### src/rtl/ins_mem_pkg.sv
// Instruction memory package: word/address widths, the instruction field
// layout used to assemble the boot program, and the boot program image.
package ins_mem_pkg;

    localparam int INS_W      = 16;
    localparam int INS_ADDR_W = 16;

    localparam logic [INS_W-1:0] NOP = 16'h0000;

    // Instruction layout: [15:12] opcode, [11:8] destination, [7:0] immediate/mode
    localparam int OP_W  = 4;
    localparam int REG_W = 4;
    localparam int IMM_W = 8;

    localparam logic [OP_W-1:0] OP_LDI = 4'h1;
    localparam logic [OP_W-1:0] OP_ADD = 4'h2;
    localparam logic [OP_W-1:0] OP_SUB = 4'h3;
    localparam logic [OP_W-1:0] OP_BNZ = 4'h8;
    localparam logic [OP_W-1:0] OP_JMP = 4'h9;
    localparam logic [OP_W-1:0] OP_HLT = 4'hF;

    function automatic logic [INS_W-1:0] mk_ins(
        input logic [OP_W-1:0]  op,
        input logic [REG_W-1:0] rd,
        input logic [IMM_W-1:0] imm
    );
        return {op, rd, imm};
    endfunction

    localparam int PROG_LEN = 12;

    localparam logic [INS_W-1:0] PROG_IMAGE [PROG_LEN] = '{
        mk_ins(OP_LDI, 4'd1, 8'h0A),
        mk_ins(OP_LDI, 4'd2, 8'h03),
        mk_ins(OP_ADD, 4'd1, 8'h12),
        mk_ins(OP_SUB, 4'd2, 8'h21),
        mk_ins(OP_LDI, 4'd3, 8'h55),
        mk_ins(OP_ADD, 4'd3, 8'h31),
        mk_ins(OP_BNZ, 4'd2, 8'h02),
        mk_ins(OP_LDI, 4'd4, 8'hC0),
        mk_ins(OP_ADD, 4'd4, 8'h43),
        mk_ins(OP_SUB, 4'd4, 8'h41),
        mk_ins(OP_JMP, 4'd0, 8'h00),
        mk_ins(OP_HLT, 4'd0, 8'hFF)
    };

    // Boot word at a given index; anything past the program is a NOP.
    function automatic logic [INS_W-1:0] image_word(input int idx);
        logic [INS_W-1:0] w;
        w = NOP;
        if ((idx >= 0) && (idx < PROG_LEN)) begin
            w = PROG_IMAGE[idx];
        end else begin
            w = NOP;
        end
        return w;
    endfunction

endpackage

### src/rtl/ins_fetch_mem_if.sv
// Fetch-side request/response bus of the instruction memory.
// master = fetch/decode side, slave = instruction memory.
interface ins_fetch_mem_if
    import ins_mem_pkg::*;
#(
    parameter int DATA_W = INS_W,
    parameter int ADDR_W = INS_ADDR_W
);
    logic              req_valid;
    logic              req_ready;
    logic [ADDR_W-1:0] req_addr;
    logic              rsp_valid;
    logic              rsp_ready;
    logic [DATA_W-1:0] rsp_data;
    logic [ADDR_W-1:0] rsp_addr;
    logic              rsp_err;

    modport master (
        output req_valid, req_addr, rsp_ready,
        input  req_ready, rsp_valid, rsp_data, rsp_addr, rsp_err
    );

    modport slave (
        input  req_valid, req_addr, rsp_ready,
        output req_ready, rsp_valid, rsp_data, rsp_addr, rsp_err
    );
endinterface

### src/rtl/ins_mem_fifo.sv
// First-word-fall-through synchronous FIFO with occupancy count.
// Push and pop may happen together at any occupancy, including full.
// clr empties the queue synchronously and wins over push/pop.
module ins_mem_fifo
    import ins_mem_pkg::*;
#(
    parameter int W     = 8,
    parameter int DEPTH = 3,
    parameter int CNT_W = $clog2(DEPTH + 1)
) (
    input  logic             clk,
    input  logic             rst,
    input  logic             clr,
    input  logic             push,
    input  logic [W-1:0]     din,
    input  logic             pop,
    output logic [W-1:0]     dout,
    output logic             valid,
    output logic [CNT_W-1:0] count
);

    localparam int PTR_W = (DEPTH > 1) ? $clog2(DEPTH) : 1;
    localparam logic [PTR_W-1:0] LAST_C = PTR_W'(DEPTH - 1);
    localparam logic [CNT_W-1:0] FULL_C = CNT_W'(DEPTH);

    logic [W-1:0]     buf_r [DEPTH];
    logic [PTR_W-1:0] wr_ptr_r;
    logic [PTR_W-1:0] rd_ptr_r;
    logic [CNT_W-1:0] count_r;
    logic             empty_s;
    logic             full_s;
    logic             do_push_s;
    logic             do_pop_s;

    function automatic logic [PTR_W-1:0] ptr_inc(input logic [PTR_W-1:0] p);
        return (p == LAST_C) ? {PTR_W{1'b0}} : (p + PTR_W'(1'b1));
    endfunction

    // Decide which ends of the queue move this cycle
    always_comb begin
        empty_s   = (count_r == {CNT_W{1'b0}});
        full_s    = (count_r == FULL_C);
        do_pop_s  = pop & ~empty_s;
        do_push_s = push & (~full_s | do_pop_s);
    end

    // Pointer and occupancy bookkeeping
    always_ff @(posedge clk or posedge rst) begin
        if (rst) begin
            wr_ptr_r <= {PTR_W{1'b0}};
            rd_ptr_r <= {PTR_W{1'b0}};
            count_r  <= {CNT_W{1'b0}};
        end else if (clr) begin
            wr_ptr_r <= {PTR_W{1'b0}};
            rd_ptr_r <= {PTR_W{1'b0}};
            count_r  <= {CNT_W{1'b0}};
        end else begin
            if (do_push_s) begin
                wr_ptr_r <= ptr_inc(wr_ptr_r);
            end
            if (do_pop_s) begin
                rd_ptr_r <= ptr_inc(rd_ptr_r);
            end
            case ({do_push_s, do_pop_s})
                2'b10:   count_r <= count_r + CNT_W'(1'b1);
                2'b01:   count_r <= count_r - CNT_W'(1'b1);
                default: count_r <= count_r;
            endcase
        end
    end

    // Entry storage; never read while empty, so it needs no reset
    always_ff @(posedge clk) begin
        if (do_push_s && !clr) begin
            buf_r[wr_ptr_r] <= din;
        end
    end

    assign dout  = empty_s ? {W{1'b0}} : buf_r[rd_ptr_r];
    assign valid = ~empty_s;
    assign count = count_r;

endmodule

### src/rtl/ins_fetch_mem.sv
// Instruction memory with a valid/ready fetch port, a one-cycle read stage
// and a response FIFO so decode can stall without losing fetched words.
// Out-of-range addresses return a zero word flagged with rsp_err; flush
// discards the in-flight read and every queued response.
// Optional feature macro: INS_MEM_LOAD_EN adds the ld_* program-load port;
// without it the array is the read-only PROG_IMAGE.
module ins_fetch_mem
    import ins_mem_pkg::*;
#(
    parameter int DATA_W    = INS_W,
    parameter int ADDR_W    = INS_ADDR_W,
    parameter int DEPTH     = 16,
    parameter int OUT_DEPTH = 3
) (
    input  logic              clk,
    input  logic              rst,
    input  logic              flush,
`ifdef INS_MEM_LOAD_EN
    input  logic              ld_en,
    input  logic [ADDR_W-1:0] ld_addr,
    input  logic [DATA_W-1:0] ld_data,
`endif
    ins_fetch_mem_if.slave    bus
);

    localparam int CNT_W = $clog2(OUT_DEPTH + 1);
    localparam int ENT_W = DATA_W + ADDR_W + 1;
    localparam logic [ADDR_W:0]  DEPTH_C     = (ADDR_W + 1)'(DEPTH);
    localparam logic [CNT_W:0]   OUT_DEPTH_C = (CNT_W + 1)'(OUT_DEPTH);

    logic              rd_in_range_s;
    logic [DATA_W-1:0] rd_data_s;
    logic              req_ready_s;
    logic              accept_s;
    logic [CNT_W:0]    credit_used_s;
    logic [CNT_W-1:0]  fifo_count_s;
    logic [ENT_W-1:0]  fifo_dout_s;
    logic              fifo_valid_s;

    logic              s1_valid_r;
    logic [ADDR_W-1:0] s1_addr_r;
    logic [DATA_W-1:0] s1_data_r;
    logic              s1_err_r;

`ifdef INS_MEM_LOAD_EN
    localparam int IDX_W = (DEPTH > 1) ? $clog2(DEPTH) : 1;

    typedef logic [DATA_W-1:0] mem_t [DEPTH];

    function automatic mem_t boot_image();
        mem_t m;
        for (int i = 0; i < DEPTH; i++) begin
            m[i] = DATA_W'(image_word(i));
        end
        return m;
    endfunction

    // Writable array, seeded with the boot program and not touched by reset
    mem_t mem_r = boot_image();

    // Program-load write; addresses beyond the array are dropped
    always_ff @(posedge clk) begin
        if (ld_en && ({1'b0, ld_addr} < DEPTH_C)) begin
            mem_r[ld_addr[IDX_W-1:0]] <= ld_data;
        end
    end
`endif

    // Array lookup for the presented address, compared on all address bits
    always_comb begin
        rd_in_range_s = ({1'b0, bus.req_addr} < DEPTH_C);
        rd_data_s     = {DATA_W{1'b0}};
        if (rd_in_range_s) begin
`ifdef INS_MEM_LOAD_EN
            rd_data_s = mem_r[bus.req_addr[IDX_W-1:0]];
`else
            rd_data_s = DATA_W'(image_word(int'(bus.req_addr)));
`endif
        end else begin
            rd_data_s = {DATA_W{1'b0}};
        end
    end

    // Credit check: a request is taken only if its word is sure of a FIFO slot
    always_comb begin
        credit_used_s = {1'b0, fifo_count_s} + {{CNT_W{1'b0}}, s1_valid_r};
        req_ready_s   = 1'b0;
        if (flush) begin
            req_ready_s = 1'b0;
        end else begin
            req_ready_s = (credit_used_s < OUT_DEPTH_C);
        end
    end

    assign accept_s      = bus.req_valid & req_ready_s;
    assign bus.req_ready = req_ready_s;

    // Read stage: capture the looked-up word; drains into the FIFO every cycle
    always_ff @(posedge clk or posedge rst) begin
        if (rst) begin
            s1_valid_r <= 1'b0;
            s1_addr_r  <= {ADDR_W{1'b0}};
            s1_data_r  <= {DATA_W{1'b0}};
            s1_err_r   <= 1'b0;
        end else if (flush) begin
            s1_valid_r <= 1'b0;
        end else begin
            s1_valid_r <= accept_s;
            if (accept_s) begin
                s1_addr_r <= bus.req_addr;
                s1_data_r <= rd_data_s;
                s1_err_r  <= ~rd_in_range_s;
            end
        end
    end

    ins_mem_fifo #(
        .W     (ENT_W),
        .DEPTH (OUT_DEPTH),
        .CNT_W (CNT_W)
    ) u_rsp_fifo (
        .clk   (clk),
        .rst   (rst),
        .clr   (flush),
        .push  (s1_valid_r),
        .din   ({s1_err_r, s1_addr_r, s1_data_r}),
        .pop   (bus.rsp_ready),
        .dout  (fifo_dout_s),
        .valid (fifo_valid_s),
        .count (fifo_count_s)
    );

    assign bus.rsp_valid = fifo_valid_s;
    assign {bus.rsp_err, bus.rsp_addr, bus.rsp_data} = fifo_dout_s;

endmodule
### src/flat_wrapper.sv
// flat-port wrapper written by rule: the top's interface ports become plain ports
module ins_fetch_mem_flat import ins_mem_pkg::*;
#(
    parameter int DATA_W    = INS_W,
    parameter int ADDR_W    = INS_ADDR_W,
    parameter int DEPTH     = 16,
    parameter int OUT_DEPTH = 3
)
  (clk, rst, flush, bus_req_valid, bus_req_addr, bus_rsp_ready, bus_req_ready, bus_rsp_valid, bus_rsp_data, bus_rsp_addr, bus_rsp_err);
  ins_fetch_mem_if #(.DATA_W(DATA_W), .ADDR_W(ADDR_W)) bus_i ();
  input  logic clk;
  input  logic rst;
  input  logic flush;
  input wire logic [$bits(bus_i.req_valid)-1:0] bus_req_valid;
  input wire logic [$bits(bus_i.req_addr)-1:0] bus_req_addr;
  input wire logic [$bits(bus_i.rsp_ready)-1:0] bus_rsp_ready;
  output wire logic [$bits(bus_i.req_ready)-1:0] bus_req_ready;
  output wire logic [$bits(bus_i.rsp_valid)-1:0] bus_rsp_valid;
  output wire logic [$bits(bus_i.rsp_data)-1:0] bus_rsp_data;
  output wire logic [$bits(bus_i.rsp_addr)-1:0] bus_rsp_addr;
  output wire logic [$bits(bus_i.rsp_err)-1:0] bus_rsp_err;
  assign bus_i.req_valid = bus_req_valid;
  assign bus_i.req_addr = bus_req_addr;
  assign bus_i.rsp_ready = bus_rsp_ready;
  assign bus_req_ready = bus_i.req_ready;
  assign bus_rsp_valid = bus_i.rsp_valid;
  assign bus_rsp_data = bus_i.rsp_data;
  assign bus_rsp_addr = bus_i.rsp_addr;
  assign bus_rsp_err = bus_i.rsp_err;
  ins_fetch_mem #(.DATA_W(DATA_W), .ADDR_W(ADDR_W), .DEPTH(DEPTH), .OUT_DEPTH(OUT_DEPTH)) u_core (.clk(clk), .rst(rst), .flush(flush), .bus(bus_i));
endmodule
### config.mk
export PLATFORM = sky130hd
export DESIGN_NAME = ins_fetch_mem_flat
export DESIGN_NICKNAME = d
export VERILOG_FILES = /design/src/rtl/ins_mem_pkg.sv /design/src/rtl/ins_fetch_mem_if.sv /design/src/rtl/ins_mem_fifo.sv /design/src/rtl/ins_fetch_mem.sv /design/src/flat_wrapper.sv
export SDC_FILE = /design/constraint.sdc
export NUM_CORES = 1
export LEC_CHECK = 0
export BUFFER_PORTS_ARGS = -buffer_cell sky130_fd_sc_hd__buf_4
export CORE_MARGIN = 2
export CORE_UTILIZATION = 42
export CTS_CLUSTER_SIZE = 8
export DETAILED_ROUTE_END_ITERATION = 10
export PLACE_DENSITY = 0.64
export SETUP_SLACK_MARGIN = 0.2
export SLEW_MARGIN = 20
export SYNTH_ARGS = -nofsm -noshare
export SYNTH_HDL_FRONTEND = slang
export SYNTH_SLANG_ARGS = --single-unit
### constraint.sdc
create_clock -name clk -period 5.4 [get_ports clk]
set_input_delay 0.81 -clock clk [delete_from_list [all_inputs] [get_ports clk]]
set_output_delay 0.81 -clock clk [all_outputs]
set_load 0.1 [all_outputs]
==> metrics <==
status=finished, final reports clean; minimum clock period=3.12 ns; share of the synthesized area in the top cell type=51.6%; Hold Crit Class=flop to flop; cts repair resizes=0; hold path depth=0; num rows=42; Lkg Pwr=2.66 nW; TritonCTS clock tree=done; area leader, netlist=edfxtp_1; hold_buf cts=0; Worst Path Required=4.59 ns; clock slew at reported path FFs=0.06 ns; Total GRT Usage=15.8%; Synth cell types=40; Yosys warning total=0; layout cell share with drive strength beyond 1=24.2%; port buffer count=54; Arr. time, crit path=2.31 ns; Routed WL=10,600 µm; Crit Path Max Fanout=35; hold_ws=0.495 ns; VDD IR-drop max=0.217 mV; crit path launch type=flop; die area=14,300 µm²; reg2reg start=u_core.u_rsp_fifo.count[0]; I/O pins=56; Syn Std Cell Area=5590 µm²; RSZ-0062 raised after global routing=false; grt total ovfl=0; vias in the first global route=3,254; # clock sinks=135; endpoints failing setup=0; antenna viol nets, final=0; FMAX=320 MHz; count of maximum capacitance violations=0; Hold Fails Final Rpt=0; top post-synthesis cells by area=edfxtp_1, dfrtp_1, mux2i_1; initial antenna violation count=0; max-slew violations=0; PD cells=388 nW/µm²; crit end category=output pin; final net count=509; Seq. cell area=3860 µm²; first-pass GRT wire length=17,000 µm; Core ar.=13,100 µm²; detailed-route via count=3,332; htree depth=4; Final period util=57.9%; Final HPWL DP=6520 µm; Syn Area/Cell=13.3 µm²; Die X=119 µm; most common cell after layout, fill and taps aside=edfxtp_1; footprint of the multi-input gates=1610 µm²; Critical path origin=u_core.u_rsp_fifo.rd_ptr_r[0]; Starting Density=42.6%; commonest cells after routing, fill and taps aside=edfxtp_1, nor2_1, buf_4, a21oi_1, dfrtp_1; mean number of vias per cell=4.99; FILL cells=1,124; Worst-Skew Late Latency=0.41 ns; setup TNS=0 ns; Post-Syn Nets=452; reg-to-reg slack, setup=3.05 ns; Reg2Reg Depth=7; clock buffer depth=2; pin count of the biggest net entering global routing=68; FF+latch count, synth=135; worst r2r dst=u_core.s1_data_r[8]; ant diodes=0; Worst Setup EP=bus_rsp_addr[3]; DRC=0; drt pass-1 iters=4; Die Ht=119 µm; area grow syn2layout=22.1%; sequential fraction of the synthesis area=69.0%; global placer's final weighted congestion=0.733; worst slew pin tran=1.06 ns; Final Skew=0.00484 ns; synthesized instance count=422; Max-slew headroom=29.4%; cts bufs inserted=17; CTS Root Cell=clkbuf_16; critical path type=flop to output pin; Iteration-0 DRC Markers=215; post-CTS setup buffer count=0; routed len/inst=15.9 µm
cells in the mapped netlist, drive strengths merged:
| cell | count |
|---|---|
| ha | 9 |
| edfxtp | 96 |
| nor3 | 2 |
| a21oi | 47 |
| nor4b | 2 |
| or3b | 1 |
| nand3 | 2 |
| nand2b | 7 |
| mux2 | 14 |
| conb | 1 |
| nor2b | 3 |
| a22oi | 3 |
| and3 | 2 |
| mux2i | 32 |
| clkbuf | 11 |
| nand2 | 26 |
| a211o | 1 |
| a211oi | 1 |
| o22a | 1 |
| dfrtp | 39 |
| buf | 11 |
| o21ai | 18 |
| nor2 | 73 |
| nor3b | 1 |
| inv | 6 |
| a31oi | 1 |
| nor4 | 4 |
| or3 | 1 |
| o31ai | 5 |
| o21a | 1 |
| o22ai | 1 |
where the power goes:
group          internal [mW]  switching [mW]
Clock                  0.840           0.413
Combinational         0.0656           0.150
Sequential              1.15          0.0306
Total                   2.06           0.593
final cells by class:
| class | instances | area share, % |
|---|---|---|
| clock inverter | 13 | 2.93 |
| timing repair buffer | 60 | 6.60 |
| tap | 176 | 3.23 |
| clock buffer | 19 | 6.63 |
| multi-input combinational | 259 | 23.6 |
| inverter | 6 | 0.403 |
| sequential | 135 | 56.6 |
critical path, cell delays in order (launching register included):
cell,delay [ns]
dfrtp_2,1.07
mux2i_1,0.27
nor2_1,0.06
a21oi_1,0.19
nor2_1,0.07
buf_4,0.24
flip-flops by register name, indices dropped and copies added (netlist names):
register / count
u_core.s1_err_r: 1
u_core.s1_addr_r: 16
u_core.s1_data_r: 15
u_core.u_rsp_fifo.buf_r: 96
u_core.s1_valid_r: 1
u_core.u_rsp_fifo.rd_ptr_r: 2
u_core.u_rsp_fifo.count: 2
u_core.u_rsp_fifo.wr_ptr_r: 2
cell families after synthesis:
| family | after synthesis | synth area share [%] |
|---|---|---|
| DFF | 135 | 69.0 |
| and+or+nand+nor | 124 | 9.71 |
| AOI/OAI and AO/OA | 79 | 8.10 |
| muxes | 46 | 8.55 |
| buffers and inverters | 28 | 2.55 |
| adders and majority gates | 9 | 2.01 |
| other | 1 | 0.0671 |
layer usage:
metal / global-route usage, % / wire (µm)
met5: 0 / 0
met4: 6.10 / 171
met3: 4.69 / 346
met2: 26.2 / 5310
met1: 19.6 / 4780
through the flow:
step	instances	power [mW]	setup slack [ns]	instance area, µm²	util (%)
after floorplan	422	1.36	0.527	5590	-
after global placement	636	1.41	2.66	6170	47.0
after detailed placement	636	1.42	2.66	6170	47.0
after CTS	668	2.67	2.21	6820	51.9
after global routing	668	2.74	2.09	6830	52.0
final	668	2.65	2.28	6830	52.0
worst min-delay path by stage:
| stage | startpoint | endpoint |
|---|---|---|
| 2_1_floorplan | u_core.s1_addr_r[15] | u_core.u_rsp_fifo.buf_r[0][31] |
| 3_3_place_gp | u_core.s1_addr_r[15] | u_core.u_rsp_fifo.buf_r[1][31] |
| 3_5_place_dp | u_core.s1_addr_r[13] | u_core.u_rsp_fifo.buf_r[2][29] |
| 4_1_cts | u_core.s1_addr_r[13] | u_core.u_rsp_fifo.buf_r[0][29] |
| 5_1_grt | u_core.s1_addr_r[13] | u_core.u_rsp_fifo.buf_r[2][29] |
| 6_report | u_core.s1_addr_r[10] | u_core.u_rsp_fifo.buf_r[0][26] |
Power figures use the tool's default switching activity.
